`src/rtl/div_unit_if.sv`:
```
// Request/response bundle between the EX-stage issue logic and the iterative divider.
// The slave modport is the divider side; the master modport is the pipeline side.
interface div_unit_if #(
  parameter int XLEN = 32
);
  logic            start_i;
  logic [1:0]      op_i;
  logic [XLEN-1:0] dividend_i;
  logic [XLEN-1:0] divisor_i;
  logic [4:0]      rd_addr_i;
  logic            flush_i;
  logic            stallreq_o;
  logic            busy_o;
  logic            result_valid_o;
  logic [XLEN-1:0] result_o;
  logic [4:0]      rd_addr_o;

  modport slave (
    input  start_i, op_i, dividend_i, divisor_i, rd_addr_i, flush_i,
    output stallreq_o, busy_o, result_valid_o, result_o, rd_addr_o
  );

  modport master (
    output start_i, op_i, dividend_i, divisor_i, rd_addr_i, flush_i,
    input  stallreq_o, busy_o, result_valid_o, result_o, rd_addr_o
  );
endinterface

```
`src/rtl/div_unit.sv`:
```
// Radix-2 restoring divider for RV32M DIV/DIVU/REM/REMU; one quotient bit per cycle,
// with a single-cycle path for divide-by-zero and signed overflow.
module div_unit #(
  parameter int XLEN = 32
) (
  input logic        clk,
  input logic        rst,
  div_unit_if.slave  bus
);
  localparam int CW = $clog2(XLEN) + 1;

  typedef enum logic [1:0] {IDLE, CALC, DONE} state_e;

  state_e          state_q, state_d;
  logic [CW-1:0]   cnt_q, cnt_d;
  logic [XLEN-1:0] rem_q, rem_d, quo_q, quo_d, dvsr_q, dvsr_d;
  logic [XLEN-1:0] result_q, result_d;
  logic [1:0]      op_q, op_d;
  logic [4:0]      rd_q, rd_d, rdOut_q, rdOut_d;
  logic            negQ_q, negQ_d, negR_q, negR_d;

  logic            isSigned, dividendNeg, divisorNeg, divByZero, overflow, stallReq;
  logic [XLEN-1:0] absDividend, absDivisor, fastQuo, fastRem, fastResult;
  logic [XLEN:0]   remShift, trial;
  logic [XLEN-1:0] remNext, quoNext, quoFinal, remFinal;

  // Operand conditioning, fast-path results and one restoring iteration.
  always_comb begin
    isSigned    = ~bus.op_i[0];
    dividendNeg = isSigned & bus.dividend_i[XLEN-1];
    divisorNeg  = isSigned & bus.divisor_i[XLEN-1];
    absDividend = dividendNeg ? -bus.dividend_i : bus.dividend_i;
    absDivisor  = divisorNeg ? -bus.divisor_i : bus.divisor_i;
    divByZero   = (bus.divisor_i == '0);
    overflow    = isSigned && (bus.dividend_i == {1'b1, {(XLEN-1){1'b0}}})
                  && (bus.divisor_i == '1);
    fastQuo     = divByZero ? '1 : {1'b1, {(XLEN-1){1'b0}}};
    fastRem     = divByZero ? bus.dividend_i : '0;
    fastResult  = bus.op_i[1] ? fastRem : fastQuo;

    // A 33-bit trial subtract suffices: the shifted remainder is always below 2*divisor.
    remShift = {rem_q, quo_q[XLEN-1]};
    trial    = remShift - {1'b0, dvsr_q};
    remNext  = trial[XLEN] ? remShift[XLEN-1:0] : trial[XLEN-1:0];
    quoNext  = {quo_q[XLEN-2:0], ~trial[XLEN]};
    quoFinal = negQ_q ? -quoNext : quoNext;
    remFinal = negR_q ? -remNext : remNext;
  end

  always_comb begin
    state_d  = state_q;
    cnt_d    = cnt_q;
    rem_d    = rem_q;
    quo_d    = quo_q;
    dvsr_d   = dvsr_q;
    op_d     = op_q;
    rd_d     = rd_q;
    negQ_d   = negQ_q;
    negR_d   = negR_q;
    result_d = result_q;
    rdOut_d  = rdOut_q;
    stallReq = 1'b0;
    case (state_q)
      IDLE: begin
        if (bus.start_i && !bus.flush_i) begin
          stallReq = 1'b1;
          op_d     = bus.op_i;
          rd_d     = bus.rd_addr_i;
          if (divByZero || overflow) begin
            result_d = fastResult;
            rdOut_d  = bus.rd_addr_i;
            state_d  = DONE;
          end else begin
            quo_d   = absDividend;
            rem_d   = '0;
            dvsr_d  = absDivisor;
            negQ_d  = dividendNeg ^ divisorNeg;
            negR_d  = dividendNeg;
            cnt_d   = '0;
            state_d = CALC;
          end
        end
      end
      CALC: begin
        if (bus.flush_i) begin
          cnt_d   = '0;
          state_d = IDLE;
        end else begin
          stallReq = 1'b1;
          rem_d    = remNext;
          quo_d    = quoNext;
          cnt_d    = cnt_q + 1'b1;
          if (cnt_q == CW'(XLEN - 1)) begin
            result_d = op_q[1] ? remFinal : quoFinal;
            rdOut_d  = rd_q;
            state_d  = DONE;
          end
        end
      end
      DONE:    state_d = IDLE;
      default: state_d = IDLE;
    endcase
  end

  always_ff @(posedge clk or posedge rst) begin
    if (rst) begin
      state_q  <= IDLE;
      cnt_q    <= '0;
      rem_q    <= '0;
      quo_q    <= '0;
      dvsr_q   <= '0;
      op_q     <= '0;
      rd_q     <= '0;
      negQ_q   <= 1'b0;
      negR_q   <= 1'b0;
      result_q <= '0;
      rdOut_q  <= '0;
    end else begin
      state_q  <= state_d;
      cnt_q    <= cnt_d;
      rem_q    <= rem_d;
      quo_q    <= quo_d;
      dvsr_q   <= dvsr_d;
      op_q     <= op_d;
      rd_q     <= rd_d;
      negQ_q   <= negQ_d;
      negR_q   <= negR_d;
      result_q <= result_d;
      rdOut_q  <= rdOut_d;
    end
  end

  assign bus.stallreq_o     = stallReq;
  assign bus.busy_o         = (state_q != IDLE);
  assign bus.result_valid_o = (state_q == DONE) && !bus.flush_i;
  assign bus.result_o       = result_q;
  assign bus.rd_addr_o      = rdOut_q;
endmodule
```
`src/flat_wrapper.sv`:
```
// flat-port wrapper written by rule: the top's interface ports become plain ports
module div_unit_flat 
#(
  parameter int XLEN = 32
)
  (clk, rst, bus_start_i, bus_op_i, bus_dividend_i, bus_divisor_i, bus_rd_addr_i, bus_flush_i, bus_stallreq_o, bus_busy_o, bus_result_valid_o, bus_result_o, bus_rd_addr_o);
  div_unit_if #(.XLEN(XLEN)) bus_i ();
  input logic clk;
  input logic rst;
  input wire logic [$bits(bus_i.start_i)-1:0] bus_start_i;
  input wire logic [$bits(bus_i.op_i)-1:0] bus_op_i;
  input wire logic [$bits(bus_i.dividend_i)-1:0] bus_dividend_i;
  input wire logic [$bits(bus_i.divisor_i)-1:0] bus_divisor_i;
  input wire logic [$bits(bus_i.rd_addr_i)-1:0] bus_rd_addr_i;
  input wire logic [$bits(bus_i.flush_i)-1:0] bus_flush_i;
  output wire logic [$bits(bus_i.stallreq_o)-1:0] bus_stallreq_o;
  output wire logic [$bits(bus_i.busy_o)-1:0] bus_busy_o;
  output wire logic [$bits(bus_i.result_valid_o)-1:0] bus_result_valid_o;
  output wire logic [$bits(bus_i.result_o)-1:0] bus_result_o;
  output wire logic [$bits(bus_i.rd_addr_o)-1:0] bus_rd_addr_o;
  assign bus_i.start_i = bus_start_i;
  assign bus_i.op_i = bus_op_i;
  assign bus_i.dividend_i = bus_dividend_i;
  assign bus_i.divisor_i = bus_divisor_i;
  assign bus_i.rd_addr_i = bus_rd_addr_i;
  assign bus_i.flush_i = bus_flush_i;
  assign bus_stallreq_o = bus_i.stallreq_o;
  assign bus_busy_o = bus_i.busy_o;
  assign bus_result_valid_o = bus_i.result_valid_o;
  assign bus_result_o = bus_i.result_o;
  assign bus_rd_addr_o = bus_i.rd_addr_o;
  div_unit #(.XLEN(XLEN)) u_core (.clk(clk), .rst(rst), .bus(bus_i));
endmodule
```
`config.mk`:
```
export PLATFORM = sky130hd
export DESIGN_NAME = div_unit_flat
export DESIGN_NICKNAME = d
export VERILOG_FILES = /design/src/rtl/div_unit_if.sv /design/src/rtl/div_unit.sv /design/src/flat_wrapper.sv
export SDC_FILE = /design/constraint.sdc
export NUM_CORES = 1
export LEC_CHECK = 0
export CORE_MARGIN = 2
export CORE_UTILIZATION = 54
export DETAILED_ROUTE_END_ITERATION = 8
export PLACE_DENSITY_LB_ADDON = 0.15
export SYNTH_ARGS = -nofsm -noshare
export SYNTH_HDL_FRONTEND = slang
export SYNTH_SLANG_ARGS = --single-unit
```
`constraint.sdc`:
```
create_clock -name clk -period 5.2 [get_ports clk]
set_input_delay 1.04 -clock clk [delete_from_list [all_inputs] [get_ports clk]]
set_output_delay 1.04 -clock clk [all_outputs]
set_load 0.01 [all_outputs]
```
==> metrics.md <==
| Metric | Value |
|---|---|
| Initial core utilization | approximately 54% |
| Part of the cycle the worst path needs | approximately 98% |
| Final sum of negative setup slack | 0 ns |
| Static Leak | 6.51 nW |
| Num rows | 56 |
| Net Count, Synth | 1,763 |
| Status | finished clean |
| Die Y | 157 um |
| Post-synth EDFFs | 0 |
| Arr. time, crit path | 5.46 ns |
| Slack of the worst reg-to-reg path | 0.1 ns |
| Area of the die | 24,700 um^2 |
| Clk_skew | around 0.014 ns |
| Final hold vios | 0 |
| Top FF cell, synth | dfrtp_1 |
| Worst-path clk slew | 0.07 ns |
| Clock root buffer | clkbuf_16 |
| CTS hold repair buffers | 0 |
| Mapped Cells | 1,649 |
| Largest net degree at the start of global routing | 106 |
| Share of layout cells above drive strength 1 | 13.0% |
| CP Launch Type | flip-flop |
| Synth cell types | 97 |
| Multi-input logic area | 8390 um^2 |
| Avg Cell Area, Syn | 7.67 um^2 |
| GP Congestion | 0.995 |
| Post-detailed-route count of antenna-violating nets | 0 |
| Max stage delay on crit path | around 0.5 ns |
| CTS buffer count | 17 |
| GRT overflow | 0 |
| XOR/XNOR Fraction of Synth Area | 8.86% |
| Top cell type's share of synthesized area | 29.5% |
| Met2 Usage GRT | 53.0% |
| Total of warnings raised by yosys | 0 |
| # port buffers | between 100 and 150 |
| CTS tree | yes |
| Number of top-level design ports | 115 |
| VDD IR max | 207 uV |
| Max-cap violations | 0 |
| Post-Synth Simple-Gate Area | 21.7% |
| Pre-CTS setup slack | 0.0165 ns |
| Core area | 23,300 um^2 |
| Worst slew margin | 21.7% |
| Die width | 157 um |
| WS Path Type | flip-flop to flip-flop |
| Critical path depth in cells | 22 |
| Asr flop ratio synth | 100% |
| Clk_lat worst skew | about 0.45 ns |
| Post-synthesis mux area share | 3.64% |
| Synth-to-layout area growth | 21.4% |
| Final #Nets | 1,913 |
| WP buf/inv | 2 |
| Final WL | roughly 43,000 um |
| Vias in the first global route | between 10,000 and 15,000 |
| Critical path data required time | 5.56 ns |
| First-pass iteration count of the detailed router | 5 |
| Met3 Use GR | between 5 and 6% |
| Critical path's slowest cell | or4b_1 |
| Crit path cell chain | ha_4 > fa_2 > nand2b_4 > a21oi_4 > o211ai_1 > a211oi_2 > o21a_1 > nor2_4 > clkinv_4 > nor2_2 > a21oi_4 > ha_2 > inv_2 > or4_4 > or4_4 > nor4_4 > mux2i_1 > or4b_1 > nand2_1 > xor2_1 > a21oi_1 > o21ai_1 |
| Register bit count reported by yosys | 149 |
| DRC | 0 |
| Worst Setup SP | u_core.dvsr_q[0] |
| Average wire per standard cell | 20.3 um |
| Largest fanout on the critical path | 8 |
| Reg area | 3730 um^2 |
| Area share of fa/ha/maj cells after synthesis | 3.92% |
| Min Clock Period, post-route | 5.10 ns |
| GRT busiest layer | met2 |
| Max Buffers Root-to-Sink | 2 |
| Complex-gate fraction of the synthesized area | 26.9% |
| Area leader, netlist | dfrtp_1 |
| Min-Delay Path Depth | 1 |
| Power density over cell area | 275 nW/um^2 |
| Mapped Area | approximately 13,000 um^2 |
| Hold_ws | 0.473 ns |
| Min-delay src | u_core.bus.result_o[7] |
| Synth area leaders | dfrtp_1 (29%), o21ai_0 (7.0%), nand2_1 (6.6%) |
| Post-route setup slack | 0.0982 ns |
| Clock sinks | 149 |
| Setup crit end kind | flip-flop |
| Vias per cell | between 6 and 7 |
| Gr usage total | about a third |
| Final Slew Violations | 0 |
| Reg2Reg Depth | 22 |
| Met1 Use GR | approximately 52% |
| Crit path max-delay family | simple AND/OR/NAND/NOR gates |
| First-pass GRT wire length | about 67,000 um |
| Initial antenna violation count | 0 |
| Peak Freq | 196 MHz |
| Final setup viols | 0 |
| Worst R2R Start | u_core.dvsr_q[0] |
| Via count | 13,200 |
| Dpl hpwl | 32,700 um |
| Largest family of logic cells by synthesized area | compound AO/OA/AOI/OAI gates |
| Sequential-to-total area share from yosys stat | 29.5% |
| Htree depth | 4 |
| Diodes inserted | 0 |
| Filler cells | roughly 2,100 |
| 1st-iter DRT viols | 1,464 |
| Tightest Pin Transition | 1.17 ns |
| HP Class | flip-flop to flip-flop |
[worst paths after layout]
| check | to |
|---|---|
| setup / recovery | u_core.bus.result_o[22] |
| hold / removal | u_core.bus.result_o[7] |
| setup reg to reg | u_core.bus.result_o[22] |
| hold reg to reg | u_core.bus.result_o[7] |
| max in group asynchronous | u_core.quo_q[1] |
| min in group asynchronous | u_core.dvsr_q[26] |
[sequential cells by signal, indices dropped and copies added, names as in the netlist, 2 cells and up]
name and cells:
u_core.bus.rd_addr_o 5, u_core.bus.result_o 32, u_core.cnt_q 6, u_core.dvsr_q 32, u_core.quo_q 32, u_core.rd_q 5
u_core.rem_q 32, u_core.state_q 2
[cells by family (layout without fill, tap and decap cells)]
family,Yosys count,in the layout
flip-flops,149,149
AO/OA/AOI/OAI,545,545
buffers and inverters,157,320
XOR/XNOR,128,128
adder cells (fa/ha/maj),39,39
multiplexers,44,44
AND/OR/NAND/NOR,587,587
[report_power, final]
part / total (mW) / internal (mW) / switching (mW)
logic: 1.53 / 0.617 / 0.912
clock network: 1.29 / 0.695 / 0.597
registers: 1.40 / 1.27 / 0.124
total: 4.22 / 2.59 / 1.63
[through the flow]
| stage | utilization, % | std cells | cell area (um^2) | power, mW |
|---|---|---|---|---|
| after floorplan | - | 1649 | 12700 | 2.39 |
| after global placement | 62.8 | 2089 | 14600 | 2.85 |
| after detailed placement | 62.8 | 2089 | 14600 | 2.87 |
| after CTS | 65.4 | 2121 | 15200 | 4.16 |
| after global routing | 66.1 | 2131 | 15400 | 4.44 |
| final | 66.1 | 2131 | 15400 | 4.22 |
[worst register-to-register path: cells and delay by family (launching register included)]
family                   cells  cell delay, ns
AND/OR/NAND/NOR              8            2.04
AO/OA/AOI/OAI                7            1.36
adder cells (fa/ha/maj)      3            0.77
flip-flops                   1            0.42
multiplexers                 1            0.15
XOR/XNOR                     1            0.15
buffers and inverters        2            0.14
[per-layer routing]
metal	vias up	wire length, um
met5	-	0
met4	0	1330
met3	84	3550
met2	625	19100
met1	6268	19300
li1	6254	-
[cell usage in the layout, fill, tap and decap left out, types with 43 or more instances in the layout]
cell type and instances:
nand2_1 222, o21ai_0 177, dfrtp_1 149, nor2_1 140
a21oi_1 138, clkdlybuf4s50_1 114, buf_4 111, xnor2_1 64
xor2_1 64, inv_1 56, nor3_1 43
[area by class of cell]
type,count,area share [%]
clock buffers,18,2.86
clock inverters,14,1.04
inverters,61,1.56
multi-input cells,1343,54.6
flip-flops and latches,149,24.3
well taps,319,2.60
repair buffers,227,13.1
[repair_timing]
action                     CTS  global route
setup buffers                0            11
pin swaps                    2            18
setup endpoints to repair    1            12
resized for setup            1            20
gates cloned                 0             0
[cell usage after synthesis (all sizes together) (18+ instances only)]
library cell and number:
a21oi 146, buf 24, clkbuf 72, dfrtp 149, ha 38, inv 60
mux2i 31, nand2 224, nand4 18, nor2 145, nor3 47, o211ai 21
o21ai 189, o22ai 33, o31ai 26, or3 27, xnor2 64, xor2 64
Note: power is estimated with default switching activity, not from simulation.
